==> src/rtl/axi4_slave_regfile.sv <==
// -----------------------------------------------------------------------------
// axi4_slave_regfile
//
// AXI4 slave exposing a bank of NUM_REGS 32-bit read/write registers. Sits
// downstream of the UART-to-AXI bridge master. Supports FIXED and INCR bursts
// of 1..256 beats (32-bit beats only) with per-burst write responses and
// per-beat read responses. Read and write channels are fully independent.
//
// Ports:
//   aclk, aresetn         clock (rising edge), synchronous active-low reset
//   s_axi_aw*             write address channel (lock/cache/prot/qos ignored)
//   s_axi_w*              write data channel
//   s_axi_b*              write response channel
//   s_axi_ar*             read address channel (lock/cache/prot/qos ignored)
//   s_axi_r*              read data channel
//   wr_state_dbg          current write FSM state (W_IDLE=0, W_DATA=1, W_RESP=2)
//   rd_state_dbg          current read FSM state (R_IDLE=0, R_DATA=1)
//
// Handshake rule for every channel: a transfer happens on a rising edge where
// valid and ready are both 1. A source never drops valid or changes payload
// while valid && !ready; all ready/valid outputs here are registered.
//
// Responses: OKAY=00, SLVERR=10 (bad size/burst or wlast mismatch),
// DECERR=11 (beat address outside the register window). For writes the
// burst response is the worst seen (SLVERR over DECERR over OKAY).
// -----------------------------------------------------------------------------
module axi4_slave_regfile #(
    parameter int          NUM_REGS    = 16,
    parameter logic [31:0] BASE_ADDR   = 32'h0000_0000,
    parameter logic [31:0] RESET_VALUE = 32'h0000_0000
) (
    input  logic        aclk,
    input  logic        aresetn,
    input  logic        s_axi_awvalid,
    output logic        s_axi_awready,
    input  logic [31:0] s_axi_awaddr,
    input  logic [7:0]  s_axi_awlen,
    input  logic [2:0]  s_axi_awsize,
    input  logic [1:0]  s_axi_awburst,
    input  logic        s_axi_awlock,
    input  logic [3:0]  s_axi_awcache,
    input  logic [2:0]  s_axi_awprot,
    input  logic [3:0]  s_axi_awqos,
    input  logic        s_axi_wvalid,
    output logic        s_axi_wready,
    input  logic [31:0] s_axi_wdata,
    input  logic [3:0]  s_axi_wstrb,
    input  logic        s_axi_wlast,
    output logic        s_axi_bvalid,
    input  logic        s_axi_bready,
    output logic [1:0]  s_axi_bresp,
    input  logic        s_axi_arvalid,
    output logic        s_axi_arready,
    input  logic [31:0] s_axi_araddr,
    input  logic [7:0]  s_axi_arlen,
    input  logic [2:0]  s_axi_arsize,
    input  logic [1:0]  s_axi_arburst,
    input  logic        s_axi_arlock,
    input  logic [3:0]  s_axi_arcache,
    input  logic [2:0]  s_axi_arprot,
    input  logic [3:0]  s_axi_arqos,
    output logic        s_axi_rvalid,
    input  logic        s_axi_rready,
    output logic [31:0] s_axi_rdata,
    output logic [1:0]  s_axi_rresp,
    output logic        s_axi_rlast,
    output logic [1:0]  wr_state_dbg,
    output logic        rd_state_dbg
);

    localparam int          IDX_W       = (NUM_REGS > 1) ? $clog2(NUM_REGS) : 1;
    localparam logic [31:0] SPAN        = 32'(NUM_REGS * 4);
    localparam logic [1:0]  RESP_OKAY   = 2'b00;
    localparam logic [1:0]  RESP_SLVERR = 2'b10;
    localparam logic [1:0]  RESP_DECERR = 2'b11;

    typedef enum logic [1:0] {W_IDLE = 2'd0, W_DATA = 2'd1, W_RESP = 2'd2} w_state_t;
    typedef enum logic       {R_IDLE = 1'b0, R_DATA = 1'b1} r_state_t;

    logic [31:0] regs [NUM_REGS];

    // Sideband attributes carry no meaning for a plain register bank.
    logic unused_attr;
    assign unused_attr = ^{s_axi_awlock, s_axi_awcache, s_axi_awprot, s_axi_awqos,
                           s_axi_arlock, s_axi_arcache, s_axi_arprot, s_axi_arqos};

    // ------------------------------------------------------------------ write
    w_state_t       w_state, w_next;
    logic [31:0]    w_addr;
    logic [7:0]     w_len, w_cnt;
    logic           w_incr, w_bad, w_slv, w_dec;
    logic           aw_hs, w_hs, b_hs, w_final, w_mismatch;
    logic [31:0]    w_off;
    logic           w_in_range;
    logic [IDX_W-1:0] w_idx;

    assign aw_hs      = s_axi_awvalid && s_axi_awready;
    assign w_hs       = s_axi_wvalid && s_axi_wready;
    assign b_hs       = s_axi_bvalid && s_axi_bready;
    assign w_final    = (w_cnt == w_len);
    assign w_mismatch = (s_axi_wlast != w_final);
    // Unsigned wrap makes addresses below BASE_ADDR land far out of range.
    assign w_off      = w_addr - BASE_ADDR;
    assign w_in_range = (w_off < SPAN);
    assign w_idx      = w_off[IDX_W+1:2];
    assign wr_state_dbg = w_state;

    always_comb begin
        w_next = w_state;
        case (w_state)
            W_IDLE:  if (aw_hs) w_next = W_DATA;
            W_DATA:  if (w_hs && w_final) w_next = W_RESP;
            W_RESP:  if (b_hs) w_next = W_IDLE;
            default: w_next = W_IDLE;
        endcase
    end

    always_ff @(posedge aclk) begin
        if (!aresetn) begin
            w_state       <= W_IDLE;
            s_axi_awready <= 1'b0;
            s_axi_wready  <= 1'b0;
            s_axi_bvalid  <= 1'b0;
            s_axi_bresp   <= RESP_OKAY;
            w_addr        <= '0;
            w_len         <= '0;
            w_cnt         <= '0;
            w_incr        <= 1'b0;
            w_bad         <= 1'b0;
            w_slv         <= 1'b0;
            w_dec         <= 1'b0;
            for (int i = 0; i < NUM_REGS; i++) regs[i] <= RESET_VALUE;
        end else begin
            w_state       <= w_next;
            // Channel flags follow the state being entered, so they are valid
            // from the first cycle of that state.
            s_axi_awready <= (w_next == W_IDLE);
            s_axi_wready  <= (w_next == W_DATA);
            s_axi_bvalid  <= (w_next == W_RESP);

            if (aw_hs) begin
                w_addr <= s_axi_awaddr;
                w_len  <= s_axi_awlen;
                w_cnt  <= '0;
                w_incr <= (s_axi_awburst == 2'b01);
                w_bad  <= (s_axi_awsize != 3'b010) || s_axi_awburst[1];
                w_slv  <= 1'b0;
                w_dec  <= 1'b0;
            end

            if (w_hs) begin
                if (!w_bad && w_in_range) begin
                    for (int b = 0; b < 4; b++) begin
                        if (s_axi_wstrb[b]) regs[w_idx][8*b +: 8] <= s_axi_wdata[8*b +: 8];
                    end
                end
                w_cnt <= w_cnt + 8'd1;
                if (w_incr) w_addr <= w_addr + 32'd4;
                w_slv <= w_slv | w_mismatch;
                w_dec <= w_dec | !w_in_range;
                // Fold in this beat's status directly; the sticky flags only
                // reflect earlier beats at this point.
                if (w_final) begin
                    if (w_bad || w_slv || w_mismatch)
                        s_axi_bresp <= RESP_SLVERR;
                    else if (w_dec || !w_in_range)
                        s_axi_bresp <= RESP_DECERR;
                    else
                        s_axi_bresp <= RESP_OKAY;
                end
            end
        end
    end

    // ------------------------------------------------------------------- read
    r_state_t       r_state, r_next;
    logic [31:0]    r_addr;
    logic [7:0]     r_len, r_cnt;
    logic           r_incr, r_bad;
    logic           ar_hs, r_hs, ar_bad;
    logic [31:0]    ld_addr, ld_off, ld_data;
    logic           ld_bad, ld_in_range;
    logic [1:0]     ld_resp;
    logic [IDX_W-1:0] ld_idx;

    assign ar_hs  = s_axi_arvalid && s_axi_arready;
    assign r_hs   = s_axi_rvalid && s_axi_rready;
    assign ar_bad = (s_axi_arsize != 3'b010) || s_axi_arburst[1];
    assign rd_state_dbg = r_state;

    // Beat being loaded into the output register: beat 0 comes straight from
    // the AR channel, later beats from the address of the beat just taken.
    always_comb begin
        ld_addr = r_incr ? (r_addr + 32'd4) : r_addr;
        ld_bad  = r_bad;
        if (ar_hs) begin
            ld_addr = s_axi_araddr;
            ld_bad  = ar_bad;
        end
    end

    assign ld_off      = ld_addr - BASE_ADDR;
    assign ld_in_range = (ld_off < SPAN);
    assign ld_idx      = ld_off[IDX_W+1:2];
    assign ld_data     = (!ld_bad && ld_in_range) ? regs[ld_idx] : 32'h0;
    assign ld_resp     = ld_bad ? RESP_SLVERR : (ld_in_range ? RESP_OKAY : RESP_DECERR);

    always_comb begin
        r_next = r_state;
        case (r_state)
            R_IDLE:  if (ar_hs) r_next = R_DATA;
            R_DATA:  if (r_hs && s_axi_rlast) r_next = R_IDLE;
            default: r_next = R_IDLE;
        endcase
    end

    always_ff @(posedge aclk) begin
        if (!aresetn) begin
            r_state       <= R_IDLE;
            s_axi_arready <= 1'b0;
            s_axi_rvalid  <= 1'b0;
            s_axi_rlast   <= 1'b0;
            s_axi_rdata   <= '0;
            s_axi_rresp   <= RESP_OKAY;
            r_addr        <= '0;
            r_len         <= '0;
            r_cnt         <= '0;
            r_incr        <= 1'b0;
            r_bad         <= 1'b0;
        end else begin
            r_state       <= r_next;
            s_axi_arready <= (r_next == R_IDLE);
            s_axi_rvalid  <= (r_next == R_DATA);

            if (ar_hs) begin
                r_addr      <= s_axi_araddr;
                r_len       <= s_axi_arlen;
                r_cnt       <= '0;
                r_incr      <= (s_axi_arburst == 2'b01);
                r_bad       <= ar_bad;
                s_axi_rdata <= ld_data;
                s_axi_rresp <= ld_resp;
                s_axi_rlast <= (s_axi_arlen == 8'd0);
            end else if (r_hs) begin
                if (s_axi_rlast) begin
                    s_axi_rlast <= 1'b0;
                end else begin
                    r_addr      <= ld_addr;
                    r_cnt       <= r_cnt + 8'd1;
                    s_axi_rdata <= ld_data;
                    s_axi_rresp <= ld_resp;
                    s_axi_rlast <= ((r_cnt + 8'd1) == r_len);
                end
            end
        end
    end

endmodule

==> config.mk <==
export PLATFORM = sky130hd
export DESIGN_NAME = axi4_slave_regfile
export DESIGN_NICKNAME = d
export VERILOG_FILES = /design/src/rtl/axi4_slave_regfile.sv
export SDC_FILE = /design/constraint.sdc
export NUM_CORES = 1
export LEC_CHECK = 0
export CAP_MARGIN = 20
export CORE_MARGIN = 8
export CORE_UTILIZATION = 49
export CTS_BUF_LIST = sky130_fd_sc_hd__clkbuf_2
export DETAILED_ROUTE_END_ITERATION = 10
export GPL_ROUTABILITY_DRIVEN = 0
export PLACE_DENSITY_LB_ADDON = 0.1
export SLEW_MARGIN = 30
export SYNTH_ARGS = -nofsm -noshare
export SYNTH_HDL_FRONTEND = slang
export SYNTH_SLANG_ARGS = --single-unit
==> constraint.sdc <==
create_clock -name aclk -period 3.3 [get_ports aclk]
set_input_delay 0.66 -clock aclk [delete_from_list [all_inputs] [get_ports aclk]]
set_output_delay 0.66 -clock aclk [all_outputs]
set_load 0.1 [all_outputs]
==> results.py, run 1 <==
metrics = {
    "clock_network": {
        "clock_latency_ps": 1330,
        "cts_root_buffer": "clkbuf_2",
        "cts_buffers": 167,
        "cts_num_sinks": 654,
        "clk_pin_slew_ps": 110,
        "cts_max_path_buffers": 3,
        "cts_tree": "yes",
        "cts_htree_levels": 4,
    },
    "final_layout": {
        "seq_area_sq_mm": 0.0182,
        "multiInputGateArea_sq_mm": 0.0126,
        "area_growth_syn_to_layout_pct": 20.4,
        "fillCellCount": 5290,
        "utilization_pct": 59.8,
        "fin_nets": 3374,
        "layout-drive-gt1-share_pct": 21.0,
        "fin_area_sq_mm": 0.0378,
    },
    "setup_path": {
        "required_ps": 4530,
        "start_kind": "flop",
        "endpoint_kind": "flop",
        "path_delay_family": "simple AND/OR/NAND/NOR gates",
        "cpMaxStageDelayCell": "or4b_4",
        "cp.depth": 10,
        "crit_chain": "nand4_1, or3_4, o31ai_1, a31oi_1, nor2_1, or4b_4, nor4_4, buf_12, buf_12, a22o_1",
        "reg2regPathDepth": 10,
        "worstPathMaxFanout": 16,
        "crit_top_cell": "buf_12",
        "timing_worst_setup_path_type": "reg -> reg",
        "critical-path-max-stage-delay_ps": 510,
        "critPathBufInv": 2,
        "worst_ep_arrival_time_ps": 4380,
    },
    "timing": {
        "tns_ps": 0,
        "fin_skew_ps": 61.0,
        "slew_violations": 0,
        "slew_headroom_pct": 39.1,
        "grt_setup_unrepaired": "false",
        "period_share_pct": 95.5,
        "finalCriticalPeriod_ps": 3150,
        "worst_slew_pin_slew_ps": 910,
        "setup_viol_count_final": 0,
        "fmax_mhz": 317,
        "final_hold_viol_count": 0,
    },
    "logic_synthesis": {
        "synth_edf_count": 512,
        "synth_area_leaders": "edfxtp_1 (49%), and2_1 (10%), dfxtp_1 (9.1%)",
        "syn_avg_cell_area_sq_um": 11.4,
        "async_reset_ff_share_pct": 0,
        "yosysTopAreaCellShare_pct": 49.0,
        "ys_types": 64,
        "syn_inst": 2764,
        "synth_seq_cells": 654,
        "dominantRegCellSynth": "edfxtp_1",
        "yosys.area.top_type": "edfxtp_1",
        "syn_nets": 2929,
        "synth_area_sq_mm": 0.0314,
        "yosysWarningCount": 0,
        "seq_area_frac_synth_pct": 58.1,
    },
    "placement": {
        "place_area_sq_mm": 0.0353,
        "dp_hpwl_um": 59900,
        "port_buffers": 174,
    },
    "drt": {
        "drtPass1Iterations": 6,
        "routed_wl_um": 89100,
        "wl_per_cell_um": 21.2,
        "via_per_inst": 5.57,
        "drtIter0Drc": 1948,
        "ant_nets": 0,
        "drc": 0,
        "vias": 23400,
    },
    "floorplanning": {
        "ios": 203,
        "dieArea_sq_mm": 0.0724,
        "rows": 92,
        "die_h_um": 269,
        "start_util_pct": 49.6,
        "core_sq_mm": 0.0632,
        "die_x_um": 269,
    },
    "pwr": {
        "leakage_nw": 14.8,
        "vdd_ir_drop_max_mv": 0.295,
        "p_per_area_mw_per_mm2": 455,
    },
    "global_routing": {
        "first_global_vias": 23700,
        "antenna_found_initial": 2,
        "grt_max_degree": 85,
        "grt-ovfl-total": 0,
        "grt_pass1_wl_um": 136000,
        "grt_util_all_layers_pct": 24.7,
    },
    "worst_hold_path": {
        "hold_depth": 3,
        "min_path_type": "in -> reg",
    },
    "run_status": {
        "outcome": "finished, final reports clean",
    },
    "run": {
        "maxCapViolations": 0,
    },
}
[cell type report]
type                            count  share of cell area, %
Timing Repair Buffer              457                   11.5
Inverter                            5                 0.0497
Multi-Input combinational cell   1924                   33.3
Antenna cell                        3                 0.0199
Clock buffer                      253                   3.35
Clock inverter                     53                  0.699
Tap cell                          846                   2.80
Sequential cell                   654                   48.3
[logic make-up after synthesis]
group / synth area share [%]
multiplexers: 8.90
AO/OA/AOI/OAI: 8.79
AND/OR/NAND/NOR: 20.0
XOR/XNOR: 1.59
flip-flops: 58.1
adder cells (fa/ha/maj): 0.279
buffers and inverters: 2.37
[registers in the layout, summed over array words and instances, names as in the netlist, 8 cells and up]
signal / cells
r_cnt: 8
r_len: 8
r_addr: 30
s_axi_rdata: 32
w_addr: 30
w_cnt: 8
w_len: 8
regs: 512
[timing repair]
action                                  CTS  global route
buffers inserted                          1             6
gates cloned                              1             0
pin swaps                                 1             9
hold buffers                             74             0
gates resized for setup                   8            33
endpoints found under the hold margin   257             0
endpoints found under the setup margin   32            32
[per-stage QoR]
stage	hold slack, ps	setup WS, ps	cells	power (mW)
2_1_floorplan	432	57.7	2764	10.7
3_3_place_gp	440	-424	3804	11.7
3_5_place_dp	451	-473	3804	11.8
4_1_cts	4.17	22.6	4186	17.3
5_1_grt	57.8	26.8	4194	18.0
6_report	194	148	4195	17.2
[synthesized netlist by cell type, drive strengths merged (8+ instances only)]
cell type,instances
and2,524
edfxtp,512
nand2,276
nor2,162
clkbuf,148
dfxtp,142
mux2i,135
o211ai,135
mux2,128
o21ai,108
a21oi,73
nand4,59
nand3,40
xnor2,38
buf,33
a22o,32
nor3,31
nor4,20
xor2,19
a211oi,17
or3,16
and3,10
a31oi,9
a311oi,8
[final timing paths]
check                       start              end  slack (ps)
hold / removal    s_axi_araddr[4]        r_addr[4]         190
setup / recovery       r_addr[23]  s_axi_rdata[23]         150
setup reg to reg       r_addr[23]  s_axi_rdata[23]         150
hold reg to reg             w_dec            w_dec         460
[worst register-to-register path: cells and delay by family (launching register included)]
family,cells,cell delay [ps]
compound gates,3,570
buf+inv,2,350
flops,1,410
simple gates,5,1730
[cell usage in the layout (no fill, tap or decap), types with 9 or more instances in the layout]
cell | synthesis | final
o21ai_0 | 107 | 107
xor2_1 | 19 | 19
nor3_1 | 31 | 27
and2_1 | 523 | 523
nor2_1 | 162 | 157
edfxtp_1 | 512 | 512
dfxtp_1 | 142 | 129
and3_1 | 9 | 9
clkbuf_2 | 2 | 253
buf_12 | 0 | 30
nand4_1 | 59 | 59
dlygate4sd3_1 | 0 | 74
nand3_1 | 39 | 36
clkinv_1 | 0 | 37
xnor2_1 | 38 | 38
buf_4 | 1 | 223
mux2i_1 | 135 | 134
a22o_1 | 32 | 32
nor4_1 | 19 | 17
or3_1 | 16 | 14
dfxtp_2 | 0 | 9
clkdlybuf4s50_1 | 0 | 128
a21oi_1 | 73 | 71
o211ai_1 | 135 | 135
a211oi_1 | 17 | 17
mux2_2 | 128 | 128
nand2_1 | 276 | 274
[power by group]
group	switching, mW	internal (mW)
combinational	1.41	1.04
sequential	0.143	9.11
clock	3.30	2.20
total	4.85	12.4
[layer usage]
metal	wire [um]	global-route usage, %	up-vias
met5	0	0	-
met4	2680	9.44	0
met3	5180	4.56	172
met2	42200	40.0	789
met1	39100	32.9	11400
li1	-	-	11000
Power figures use the tool's default switching activity.
==> run 2: changes to the inputs <==
--- a/config.mk
+++ b/config.mk
@@ -5,10 +5,11 @@
 export SDC_FILE = /design/constraint.sdc
 export NUM_CORES = 1
 export LEC_CHECK = 0
-export CAP_MARGIN = 20
+export CAP_MARGIN = 30
 export CORE_MARGIN = 8
 export CORE_UTILIZATION = 49
 export CTS_BUF_LIST = sky130_fd_sc_hd__clkbuf_2
+export CTS_CLUSTER_SIZE = 10
 export DETAILED_ROUTE_END_ITERATION = 10
 export GPL_ROUTABILITY_DRIVEN = 0
 export PLACE_DENSITY_LB_ADDON = 0.1
==> run 2 against run 1 <==
  * Sequential cell count stayed put
  * Count of clock-buffer cells in the layout rose by 1
  * Sequential share of layout area barely moved
  * Critical path depth stayed put
  * Hold slack improved by 12 ps
  * Cell count about the same
  * Total power is essentially flat
  * Fmax fell by 1.2%
  * Routed wire length grew 0.25%
  * Via count is essentially flat
  * Design area hardly changed
  * Global-route usage about the same
  * Critical path type unchanged
  * Critical endpoint is now s_axi_rdata[13]
  * Largest cell class unchanged
==> results.py, run 2 (synthesis results as in run 1) <==
metrics = {
    "run_status": {
        "outcome": "finished, final reports clean",
    },
    "timing": {
        "finalCriticalPeriod_ps": 3190,
        "final_hold_viol_count": 0,
        "slew_violations": 0,
        "setup_viol_count_final": 0,
        "period_share_pct": 96.7,
        "grt_setup_unrepaired": "false",
        "holdWs_ps": 207,
        "fmax_mhz": 313,
        "slew_headroom_pct": 38.3,
        "worst_slew_pin_slew_ps": 923,
        "fin_skew_ps": 62.8,
    },
    "drt": {
        "via_per_inst": 5.57,
        "drtPass1Iterations": 5,
        "ant_nets": 0,
        "drtIter0Drc": 1938,
        "highest_layer": "met4",
        "wl_met3_um": 5110,
        "vias": 23400,
        "wl_met1_um": 39400,
        "wl_per_cell_um": 21.3,
        "drc": 0,
        "met2_length_um": 42400,
        "routed_wl_um": 89400,
    },
    "final_layout": {
        "final_cell_mix": "and2_1 (523), edfxtp_1 (512), nand2_1 (274)",
        "fin_cells": 4191,
        "largest_register": "regs",
        "reg.largest.list": "regs: 512 flops, s_axi_rdata: 32 flops",
        "layout.cells.most_common": "and2_1",
        "fin_nets": 3372,
        "area_growth_syn_to_layout_pct": 20.3,
        "largest_reg_flops": 512,
        "fillCellCount": 5310,
        "seq_area_sq_mm": 0.0182,
        "fin_area_sq_mm": 0.0378,
        "multiInputGateArea_sq_mm": 0.0126,
        "layout-drive-gt1-share_pct": 21.0,
        "utilization_pct": 59.7,
    },
    "pwr": {
        "p_total_mw": 17.2,
        "vdd_ir_drop_max_mv": 0.291,
        "leakage_nw": 14.7,
        "p_per_area_mw_per_mm2": 456,
    },
    "floorplanning": {
        "dieArea_sq_mm": 0.0724,
        "ios": 203,
        "die_h_um": 269,
        "core_sq_mm": 0.0632,
        "rows": 92,
        "die_x_um": 269,
        "start_util_pct": 49.6,
    },
    "setup_path": {
        "reg2regPathDepth": 10,
        "critPathBufInv": 2,
        "reg2reg_to": "s_axi_rdata[13]",
        "cp.depth": 10,
        "timing_worst_setup_path_type": "reg -> reg",
        "endpoint_kind": "flop",
        "cpMaxStageDelayCell": "or4b_4",
        "endpoint": "s_axi_rdata[13]",
        "crit_start": "r_addr[23]",
        "crit_chain": "nand4_1, or3_4, o31ai_1, a31oi_1, nor2_1, or4b_4, nor4_4, buf_12, buf_12, a22o_1",
        "path_delay_family": "simple AND/OR/NAND/NOR gates",
        "worst_ep_arrival_time_ps": 4410,
        "required_ps": 4510,
        "reg2reg_slack_ps": 110,
        "start_kind": "flop",
        "reg2reg_from": "r_addr[23]",
        "worstPathMaxFanout": 16,
        "crit_top_cell": "buf_12",
        "critical-path-max-stage-delay_ps": 510,
    },
    "run": {
        "maxCapViolations": 0,
    },
    "global_routing": {
        "antenna_found_initial": 3,
        "grt_max_degree": 85,
        "grt_pass1_wl_um": 136000,
        "first_global_vias": 23700,
        "grt-ovfl-total": 0,
        "grt_util_all_layers_pct": 24.7,
    },
    "placement": {
        "dp_hpwl_um": 59900,
        "place_inst": 3804,
        "place_area_sq_mm": 0.0353,
        "port_buffers": 174,
    },
    "clock_network": {
        "cts_num_sinks": 654,
        "cts_buffers": 167,
        "cts_tree": "yes",
        "cts_htree_levels": 4,
        "clk_pin_slew_ps": 100,
        "cts_root_buffer": "clkbuf_2",
        "cts_max_path_buffers": 3,
        "clock_latency_ps": 1310,
    },
    "worst_hold_path": {
        "min_from": "s_axi_araddr[4]",
        "hold_depth": 3,
        "min_path_type": "in -> reg",
    },
}
run 2: cell count changes in the layout (fill, tap and decap cells not counted), sizes merged:
| cell | previous run | this run |
|---|---|---|
| dlygate4sd3 | 74 | 72 |
| clkbuf | 253 | 254 |
| clkinv | 44 | 40 |
| diode | 3 | 4 |
run 2: tightest hold or removal path, cell delays in order:
cell and delay, ps:
clkdlybuf4s50_1 450, nor2_1 250, a311oi_1 80
run 2: worst min path at each step:
stage	to	slack, ps
after detailed placement	w_dec	450
final	r_addr[4]	210
after global placement	w_dec	440
after CTS	r_bad	2
after global routing	r_addr[4]	50
after floorplan	w_dec	430
run 2: stage by stage:
step                      setup WS, ps  setup TNS [ps]
after floorplan                   57.7               0
after global placement            -424          -13390
after detailed placement          -473          -14750
after CTS                         22.6               0
after global routing              26.6               0
final                              108               0
run 2: final cells by class:
class                   instances  share of cell area (%)
inverters                       5                  0.0497
flip-flops and latches        654                    48.3
clock inverters                49                   0.660
multi-input cells            1924                    33.4
diodes                          4                  0.0265
well taps                     846                    2.80
clock buffers                 254                    3.37
repair buffers                455                    11.4
run 2: where the power goes:
part | leakage [nW] | switching, mW | internal [mW]
Combinational | 7.12 | 1.41 | 1.04
Clock | 1.19 | 3.29 | 2.20
Sequential | 6.44 | 0.143 | 9.11
Total | 14.7 | 4.84 | 12.4
run 2: what timing repair did:
action	in CTS	in global routing
buffers inserted	1	6
hold endpoints to repair	179	0
pin swaps	1	9
resized for setup	8	33
hold buffers	72	0
gates cloned	1	0
endpoints found under the setup margin	32	32
run 2: routing by layer:
layer | GRT usage, % | vias to the layer above
met5 | 0 | -
met3 | 4.79 | 166
li1 | - | 11000
met1 | 32.9 | 11400
met4 | 8.97 | 0
met2 | 40.0 | 756
